File: src/rtl/int_pkg.sv
`default_nettype none
// ============================================================================
//  Module      : int_pkg
//  Description : Shared definitions for the interrupt path. Holds the
//                interrupt-kind encoding, the arbiter state encoding, the
//                three low vector addresses and a kind-to-vector helper.
//                Also imported by the interrupt handler.
//  Revision    : 1.0 - initial release
// ============================================================================
package int_pkg;

    typedef enum logic [1:0] {
        KIND_NONE    = 2'd0,
        KIND_RST     = 2'd1,
        KIND_NMI     = 2'd2,
        KIND_BRK_IRQ = 2'd3
    } int_kind_t;

    typedef enum logic [1:0] {
        ST_IDLE    = 2'd0,
        ST_REQ     = 2'd1,
        ST_SERVICE = 2'd2
    } arb_state_t;

    localparam logic [15:0] c_vec_rst  = 16'hFFFC;
    localparam logic [15:0] c_vec_nmi  = 16'hFFFA;
    localparam logic [15:0] c_vec_brk  = 16'hFFFE;
    localparam logic [15:0] c_vec_none = 16'h0000;

    function automatic logic [15:0] kind_vector(input int_kind_t kind);
        logic [15:0] v;
        case (kind)
            KIND_RST:     v = c_vec_rst;
            KIND_NMI:     v = c_vec_nmi;
            KIND_BRK_IRQ: v = c_vec_brk;
            default:      v = c_vec_none;
        endcase
        return v;
    endfunction

endpackage
`default_nettype wire

File: src/rtl/int_sync.sv
`default_nettype none
// ============================================================================
//  Module      : int_sync
//  Description : Single-bit flop-chain synchronizer for asynchronous inputs.
//                Output follows the input after STAGES clock edges.
//  Ports       : clk, rst (sync, active high), d (async input),
//                q (synchronized output)
//  Revision    : 1.0 - initial release
// ============================================================================
module int_sync #(
    parameter int   STAGES    = 2,
    parameter logic RESET_VAL = 1'b0
) (
    input  logic clk,
    input  logic rst,
    input  logic d,
    output logic q
);

    logic [STAGES-1:0] r_chain;

    always_ff @(posedge clk) begin
        if (rst) begin
            r_chain <= {STAGES{RESET_VAL}};
        end else begin
            r_chain[0] <= d;
            for (int i = 1; i < STAGES; i++) begin
                r_chain[i] <= r_chain[i-1];
            end
        end
    end

    assign q = r_chain[STAGES-1];

endmodule
`default_nettype wire

File: src/rtl/int_request_arbiter.sv
`default_nettype none
// ============================================================================
//  Module      : int_request_arbiter
//  Description : Collects RST / NMI / BRK / IRQ sources, arbitrates them with
//                fixed priority RST > NMI > BRK > IRQ and hands one request
//                at a time to the interrupt handler through an
//                IDLE -> REQ -> SERVICE handshake.
//  Ports       : clk, rst         - clock, synchronous active-high reset
//                halt             - freeze FSM and pending latches
//                ppu_status[7]    - vblank flag
//                ppu_ctrl1[7]     - NMI enable
//                nIRQ             - external IRQ, active low, asynchronous
//                irq_src[2:0]     - internal IRQ levels, active high
//                break_in         - BRK decode pulse
//                soft_reset_n     - soft reset request, active low
//                status_in[2]     - CPU I flag
//                instr_boundary   - current instruction retired
//                svc_done         - handler finished
//                int_req          - request to the handler
//                int_kind         - NONE / RST / NMI / BRK_IRQ
//                vector_addr      - low vector address
//                is_break         - serviced request is BRK
//                nmi_pending, irq_level - debug visibility
//  Revision    : 1.0 - initial release
// ============================================================================
module int_request_arbiter
    import int_pkg::*;
#(
    parameter int SYNC_STAGES = 2
) (
    input  logic        clk,
    input  logic        rst,
    input  logic        halt,
    input  logic [7:0]  ppu_status,
    input  logic [7:0]  ppu_ctrl1,
    input  logic        nIRQ,
    input  logic [2:0]  irq_src,
    input  logic        break_in,
    input  logic        soft_reset_n,
    input  logic [7:0]  status_in,
    input  logic        instr_boundary,
    input  logic        svc_done,
    output logic        int_req,
    output logic [1:0]  int_kind,
    output logic [15:0] vector_addr,
    output logic        is_break,
    output logic        nmi_pending,
    output logic        irq_level
);

    // ------------------------------------------------------------------
    // Synchronizers
    // ------------------------------------------------------------------
    logic       w_nirq_s;
    logic [2:0] w_src_s;

    int_sync #(
        .STAGES    (SYNC_STAGES),
        .RESET_VAL (1'b1)
    ) u_sync_nirq (
        .clk (clk),
        .rst (rst),
        .d   (nIRQ),
        .q   (w_nirq_s)
    );

    generate
        for (genvar gi = 0; gi < 3; gi++) begin : g_src_sync
            int_sync #(
                .STAGES    (SYNC_STAGES),
                .RESET_VAL (1'b0)
            ) u_sync_src (
                .clk (clk),
                .rst (rst),
                .d   (irq_src[gi]),
                .q   (w_src_s[gi])
            );
        end
    endgenerate

    assign irq_level = ~w_nirq_s | (|w_src_s);

    // ------------------------------------------------------------------
    // NMI edge detection
    // ------------------------------------------------------------------
    logic w_nmi_line;
    logic w_nmi_edge;
    logic r_nmi_prev;
    logic r_edge_armed;
    logic r_nmi_defer;

    assign w_nmi_line = ppu_status[7] & ppu_ctrl1[7];

    // The history is cleared by reset, so the first cycle afterwards would
    // see a false rising edge if the line is already high. r_edge_armed
    // masks that cycle; only a genuine low-to-high transition counts.
    assign w_nmi_edge = w_nmi_line & ~r_nmi_prev & r_edge_armed;

    // Edge history keeps running under halt. An edge seen while halted is
    // parked in r_nmi_defer and delivered to the pending latch on release.
    always_ff @(posedge clk) begin
        if (rst) begin
            r_nmi_prev   <= 1'b0;
            r_edge_armed <= 1'b0;
            r_nmi_defer  <= 1'b0;
        end else begin
            r_nmi_prev   <= w_nmi_line;
            r_edge_armed <= 1'b1;
            if (halt) begin
                r_nmi_defer <= r_nmi_defer | w_nmi_edge;
            end else begin
                r_nmi_defer <= 1'b0;
            end
        end
    end

    // ------------------------------------------------------------------
    // Pending latches and arbitration
    // ------------------------------------------------------------------
    arb_state_t r_state;
    logic       r_rst_pend;
    logic       r_nmi_pend;
    logic       r_brk_pend;

    logic       w_irq_elig;
    logic       w_any;
    int_kind_t  w_kind;
    logic       w_brk_wins;
    logic       w_take;
    logic       w_rst_set, w_nmi_set, w_brk_set;
    logic       w_rst_clr, w_nmi_clr, w_brk_clr;

    assign w_irq_elig = irq_level & ~status_in[2];
    assign w_any      = r_rst_pend | r_nmi_pend | r_brk_pend | w_irq_elig;

    always_comb begin
        w_kind = KIND_NONE;
        if (r_rst_pend) begin
            w_kind = KIND_RST;
        end else if (r_nmi_pend) begin
            w_kind = KIND_NMI;
        end else if (r_brk_pend | w_irq_elig) begin
            w_kind = KIND_BRK_IRQ;
        end
    end

    // BRK shares the BRK_IRQ kind with IRQ but outranks it.
    assign w_brk_wins = (w_kind == KIND_BRK_IRQ) & r_brk_pend;

    // Acceptance into SERVICE this cycle.
    assign w_take = ~halt & (r_state == ST_REQ) & instr_boundary & w_any;

    assign w_rst_set = ~halt & ~soft_reset_n;
    assign w_nmi_set = ~halt & (w_nmi_edge | r_nmi_defer);
    assign w_brk_set = ~halt & break_in;

    assign w_rst_clr = w_take & (w_kind == KIND_RST);
    assign w_nmi_clr = w_take & (w_kind == KIND_NMI);
    assign w_brk_clr = w_take & w_brk_wins;

    // A set arriving in the same cycle as a clear wins, so a fresh event is
    // never swallowed by the acceptance of an older one.
    always_ff @(posedge clk) begin
        if (rst) begin
            r_rst_pend <= 1'b0;
            r_nmi_pend <= 1'b0;
            r_brk_pend <= 1'b0;
        end else begin
            r_rst_pend <= w_rst_set | (r_rst_pend & ~w_rst_clr);
            r_nmi_pend <= w_nmi_set | (r_nmi_pend & ~w_nmi_clr);
            r_brk_pend <= w_brk_set | (r_brk_pend & ~w_brk_clr);
        end
    end

    assign nmi_pending = r_nmi_pend;

    // ------------------------------------------------------------------
    // Request FSM with registered outputs
    // ------------------------------------------------------------------
    logic        r_int_req;
    int_kind_t   r_kind;
    logic [15:0] r_vector;
    logic        r_is_break;

    always_ff @(posedge clk) begin
        if (rst) begin
            r_state    <= ST_IDLE;
            r_int_req  <= 1'b0;
            r_kind     <= KIND_NONE;
            r_vector   <= c_vec_none;
            r_is_break <= 1'b0;
        end else if (!halt) begin
            case (r_state)
                ST_IDLE: begin
                    if (w_any) begin
                        r_state    <= ST_REQ;
                        r_int_req  <= 1'b1;
                        r_kind     <= w_kind;
                        r_vector   <= kind_vector(w_kind);
                        r_is_break <= w_brk_wins;
                    end
                end
                ST_REQ: begin
                    if (!w_any) begin
                        // Source withdrawn before the boundary (IRQ dropped
                        // or masked): abandon without servicing.
                        r_state    <= ST_IDLE;
                        r_int_req  <= 1'b0;
                        r_kind     <= KIND_NONE;
                        r_vector   <= c_vec_none;
                        r_is_break <= 1'b0;
                    end else begin
                        r_kind     <= w_kind;
                        r_vector   <= kind_vector(w_kind);
                        r_is_break <= w_brk_wins;
                        if (instr_boundary) begin
                            r_state <= ST_SERVICE;
                        end
                    end
                end
                ST_SERVICE: begin
                    if (svc_done) begin
                        r_state    <= ST_IDLE;
                        r_int_req  <= 1'b0;
                        r_kind     <= KIND_NONE;
                        r_vector   <= c_vec_none;
                        r_is_break <= 1'b0;
                    end
                end
                default: begin
                    r_state    <= ST_IDLE;
                    r_int_req  <= 1'b0;
                    r_kind     <= KIND_NONE;
                    r_vector   <= c_vec_none;
                    r_is_break <= 1'b0;
                end
            endcase
        end
    end

    assign int_req     = r_int_req;
    assign int_kind    = r_kind;
    assign vector_addr = r_vector;
    assign is_break    = r_is_break;

endmodule
`default_nettype wire

File: config.mk
export PLATFORM = sky130hd
export DESIGN_NAME = int_request_arbiter
export DESIGN_NICKNAME = d
export VERILOG_FILES = /design/src/rtl/int_pkg.sv /design/src/rtl/int_sync.sv /design/src/rtl/int_request_arbiter.sv
export SDC_FILE = /design/constraint.sdc
export NUM_CORES = 1
export LEC_CHECK = 0
export ABC_AREA = 1
export BUFFER_PORTS_ARGS = -buffer_cell sky130_fd_sc_hd__buf_4
export CAP_MARGIN = 10
export CELL_PAD_IN_SITES_DETAIL_PLACEMENT = 0
export CELL_PAD_IN_SITES_GLOBAL_PLACEMENT = 1
export CORE_ASPECT_RATIO = 1.2
export CORE_MARGIN = 4
export CORE_UTILIZATION = 28
export CTS_BUF_LIST = sky130_fd_sc_hd__clkbuf_8
export DETAILED_ROUTE_END_ITERATION = 16
export PLACE_DENSITY = 0.88
export SETUP_SLACK_MARGIN = 0.15
export SLEW_MARGIN = 15
export SYNTH_ARGS = -nofsm -noshare
export SYNTH_HDL_FRONTEND = slang
export SYNTH_HIERARCHICAL = 1
export SYNTH_SLANG_ARGS = --single-unit
File: constraint.sdc
create_clock -name clk -period 1.2 [get_ports clk]
set_clock_uncertainty 0.15 [all_clocks]
set_input_delay 0.06 -clock clk [delete_from_list [all_inputs] [get_ports clk]]
set_output_delay 0.06 -clock clk [all_outputs]
set_load 0.005 [all_outputs]
==> PnR_summary.wiki <==
{| class="wikitable"
! Metric !! Value
|-
| Outcome || finished with violations
|-
| Violated checks || hold timing, setup timing
|-
| Global placement routability congestion || just under 0.8
|-
| Final cycle utilization of the critical path || 111%
|-
| Final worst slack || -0.128 ns
|-
| Worst slack on hold paths || -0.0936 ns
|-
| Num Clock Sinks || 23
|-
| Setup TNS || -0.892 ns
|-
| Detail Placement HPWL || 1600 um
|-
| FF-to-FF setup slack || -0.13 ns
|-
| Synth warnings || 6
|-
| Total number of H-tree levels || 1
|-
| Number of failing hold endpoints at the final stage || 17
|-
| Startpoint types || flip-flop
|-
| Combined area of the multi-input logic cells || roughly 430 um2
|-
| Final Max Slew Viols || 0
|-
| Remaining number of nets flagged by the antenna check after routing || 0
|-
| Number of logic stages on the critical path including buffering || 8
|-
| Remaining DRCs || 0
|-
| Crit Path Class || flip-flop to flip-flop
|-
| Wire length per cell || 9.40 um
|-
| Worst skew pair latency || 0.26 ns
|-
| Largest net degree at the start of global routing || 20
|-
| Syn-to-layout area delta || 51.4%
|-
| Starting density of the core || roughly 29%
|-
| Layout cells sized above 1 || between 40 and 50%
|-
| Via count of the first global-routing pass || 966
|-
| Number of iterations in the first detailed-routing pass || 4
|-
| Commonest non-fill, non-tap cells in the layout || buf_4, inv_1, nand2_1
|-
| Number of nets produced by synthesis || 172
|-
| CP top delay family || simple AND/OR/NAND/NOR gates
|-
| Number of top-level pins || between 50 and 60
|-
| Maximum root-to-sink buffer count || 2
|-
| Library cell used as clock root buffer || clkbuf_8
|-
| Final net count || ~220
|-
| Count of port buffers added during placement || 34
|-
| Global-route wire length before repair || 3840 um
|-
| Post-route minimum period || about 1.3 ns
|-
| Die Wd || 64.0 um
|-
| # Max-Cap Violations || 0
|-
| Commonest non-fill, non-tap cell in the layout || buf_4
|-
| Initial antenna violation count || 0
|-
| Clock transition at the registers of the reported paths || about 0.080 ns
|-
| Critical-path cell list || nor3_4 > nand3_4 > nand2_4 > inv_8 > nand2_4 > nand2_1 > nand2_1 > nor2_2
|-
| Required @ worst endpoint || 1.21 ns
|-
| Number of cells on the worst hold path || 3
|-
| Post-synthesis cell count || ~140
|-
| Total core area || between 3000 and 4000 um2
|-
| Number of placed instances, taps included || 220
|-
| Static leakage || about 0.78 nW
|-
| Number of placement rows || 24
|-
| Fmax || around 750 MHz
|-
| Filler Cell Count || about 370
|-
| Avg Inst Size Synth || ~7.7 um2
|-
| Number of inserted diodes || 0
|-
| Maximum ir drop on the vdd rail || 0.535 mV
|-
| Type of the most critical hold path || input pin to flip-flop
|-
| Total wirelength of the detailed-routed design || roughly 2200 um
|-
| Cell depth of the worst flop-to-flop path || 8
|-
| Die height || around 75 um
|-
| Clock buffer count from CTS || 3
|-
| Congestion Overflow GR || 0
|-
| Final setup violating endpoints || 13
|-
| RSZ-0062 raised after global routing || yes
|-
| Non-filler cells in the finished layout || about 230
|-
| Die Outline Area || 4810 um2
|-
| Ratio of total power to cell area || roughly 1200 nW/um2
|-
| Critical Path Sink Type || flip-flop
|-
| Number of buffers inserted for hold repair after clock tree synthesis || 7
|-
| Slowest library cell on the worst path || dfxtp_2
|-
| Distinct cells, synth || 21
|-
| Total Routing Usage GR || under 10%
|-
| Sequential cell area in the final layout || ~470 um2
|-
| Initial DRC count || 12
|-
| Flip-flop and latch count after synthesis || 23
|-
| Sequential-to-total area share from yosys stat || between 40% and 50%
|-
| Maximum fanout count along the critical path || 7
|-
| Worst EP arrival || approximately 1.3 ns
|-
| CTS tree || built
|-
| Cell area after synthesis || roughly 1100 um2
|-
| Drt via density || roughly 4.0
|-
| Delay of the slowest cell on the worst path || 0.34 ns
|-
| Total via count after detailed routing || ~940
|-
| Buf/Inv on CP || 1
|}
[final timing paths]
kind,startpoint,to
max,r_brk_pend,r_state[0]
max reg2reg,r_brk_pend,r_state[0]
min,halt,r_nmi_defer
min reg2reg,g_src_sync[1].u_sync_src/r_chain[0],g_src_sync[1].u_sync_src/r_chain[1]
[where the power goes]
group          switching (mW)  internal, mW
registers              0.0380         0.822
clock network           0.240         0.231
logic                   0.275         0.328
[layout make-up]
type,instances,area share (%)
timing repair buffer,55,30.7
clock inverter,1,0.314
tap,52,4.08
clock buffer,3,2.59
multi-input combinational,76,27.0
sequential,23,29.2
inverter,24,6.12
[synthesized netlist by cell type]
master / instances / share of area [%]
inv_2: 3 / 1.1
nand3_1: 8 / 3.8
conb_1: 1 / 0.36
dfxtp_1: 23 / 44
inv_1: 20 / 7.1
nand2_4: 2 / 2.1
a21oi_1: 8 / 3.8
a21o_1: 1 / 0.71
nand2_1: 20 / 7.1
nor2_1: 19 / 6.8
buf_6: 1 / 1.1
nand3_2: 2 / 1.9
buf_4: 13 / 9.3
o2111ai_1: 1 / 0.83
nor3_1: 2 / 0.95
inv_6: 1 / 0.83
nor3_4: 1 / 1.5
nand2_2: 4 / 2.4
o21ai_2: 1 / 0.83
nor2_2: 5 / 3.0
a21oi_2: 1 / 0.83
[through the flow]
step / util (%) / cell area (um2) / hold slack (ns) / setup WS (ns) / total power, mW
final: 43.9 / 1600 / -0.0936 / -0.128 / 1.93
after global routing: 43.9 / 1600 / -0.0895 / -0.222 / 2.07
after CTS: 43.4 / 1580 / -0.0943 / -0.128 / 1.94
after floorplan: - / 1060 / -0.0283 / -0.0569 / 1.18
after detailed placement: 37.3 / 1350 / 0.0839 / -0.111 / 1.37
after global placement: 37.3 / 1350 / 0.0785 / -0.0790 / 1.36
[timing repair]
item | in CTS | in global routing
pin swaps | 6 | 1
setup buffers | 2 | 0
endpoints found under the setup margin | 27 | 27
endpoints found under the hold margin | 18 | 17
cloned | 1 | 0
gates resized for setup | 24 | 5
[kinds of logic (layout without fill, tap and decap cells)]
| family | Yosys count | in the layout | share of synthesized area (%) |
|---|---|---|---|
| buffers and inverters | 38 | 83 | 19.4 |
| DFF | 23 | 23 | 43.7 |
| AOI/OAI and AO/OA | 12 | 12 | 7.01 |
| other | 1 | 1 | 0.356 |
| and+or+nand+nor | 63 | 63 | 29.6 |
[per-layer routing]
metal / track usage, % / vias to the layer above / routed length, um
li1: - / 492 / -
met3: 3.13 / 2 / 154
met1: 10.2 / 417 / 918
met2: 19.3 / 32 / 1120
met5: 0 / - / 0
met4: 2.88 / 0 / 10
[sequential cells by signal (all words and copies together), names as in the netlist, 2 cells and up]
register and cells:
int_kind 2, g_src_sync.u_sync_src/r_chain 6, vector_addr 3, r_state 2, u_sync_nirq/r_chain 2
[worst register-to-register path, stage by stage, from the launching register on]
cell	delay, ns
dfxtp_2	0.34
nor3_4	0.25
nand3_4	0.11
nand2_4	0.12
inv_8	0.05
nand2_4	0.06
nand2_1	0.05
nand2_1	0.06
nor2_2	0.03
(Power assumes the default switching activity.)
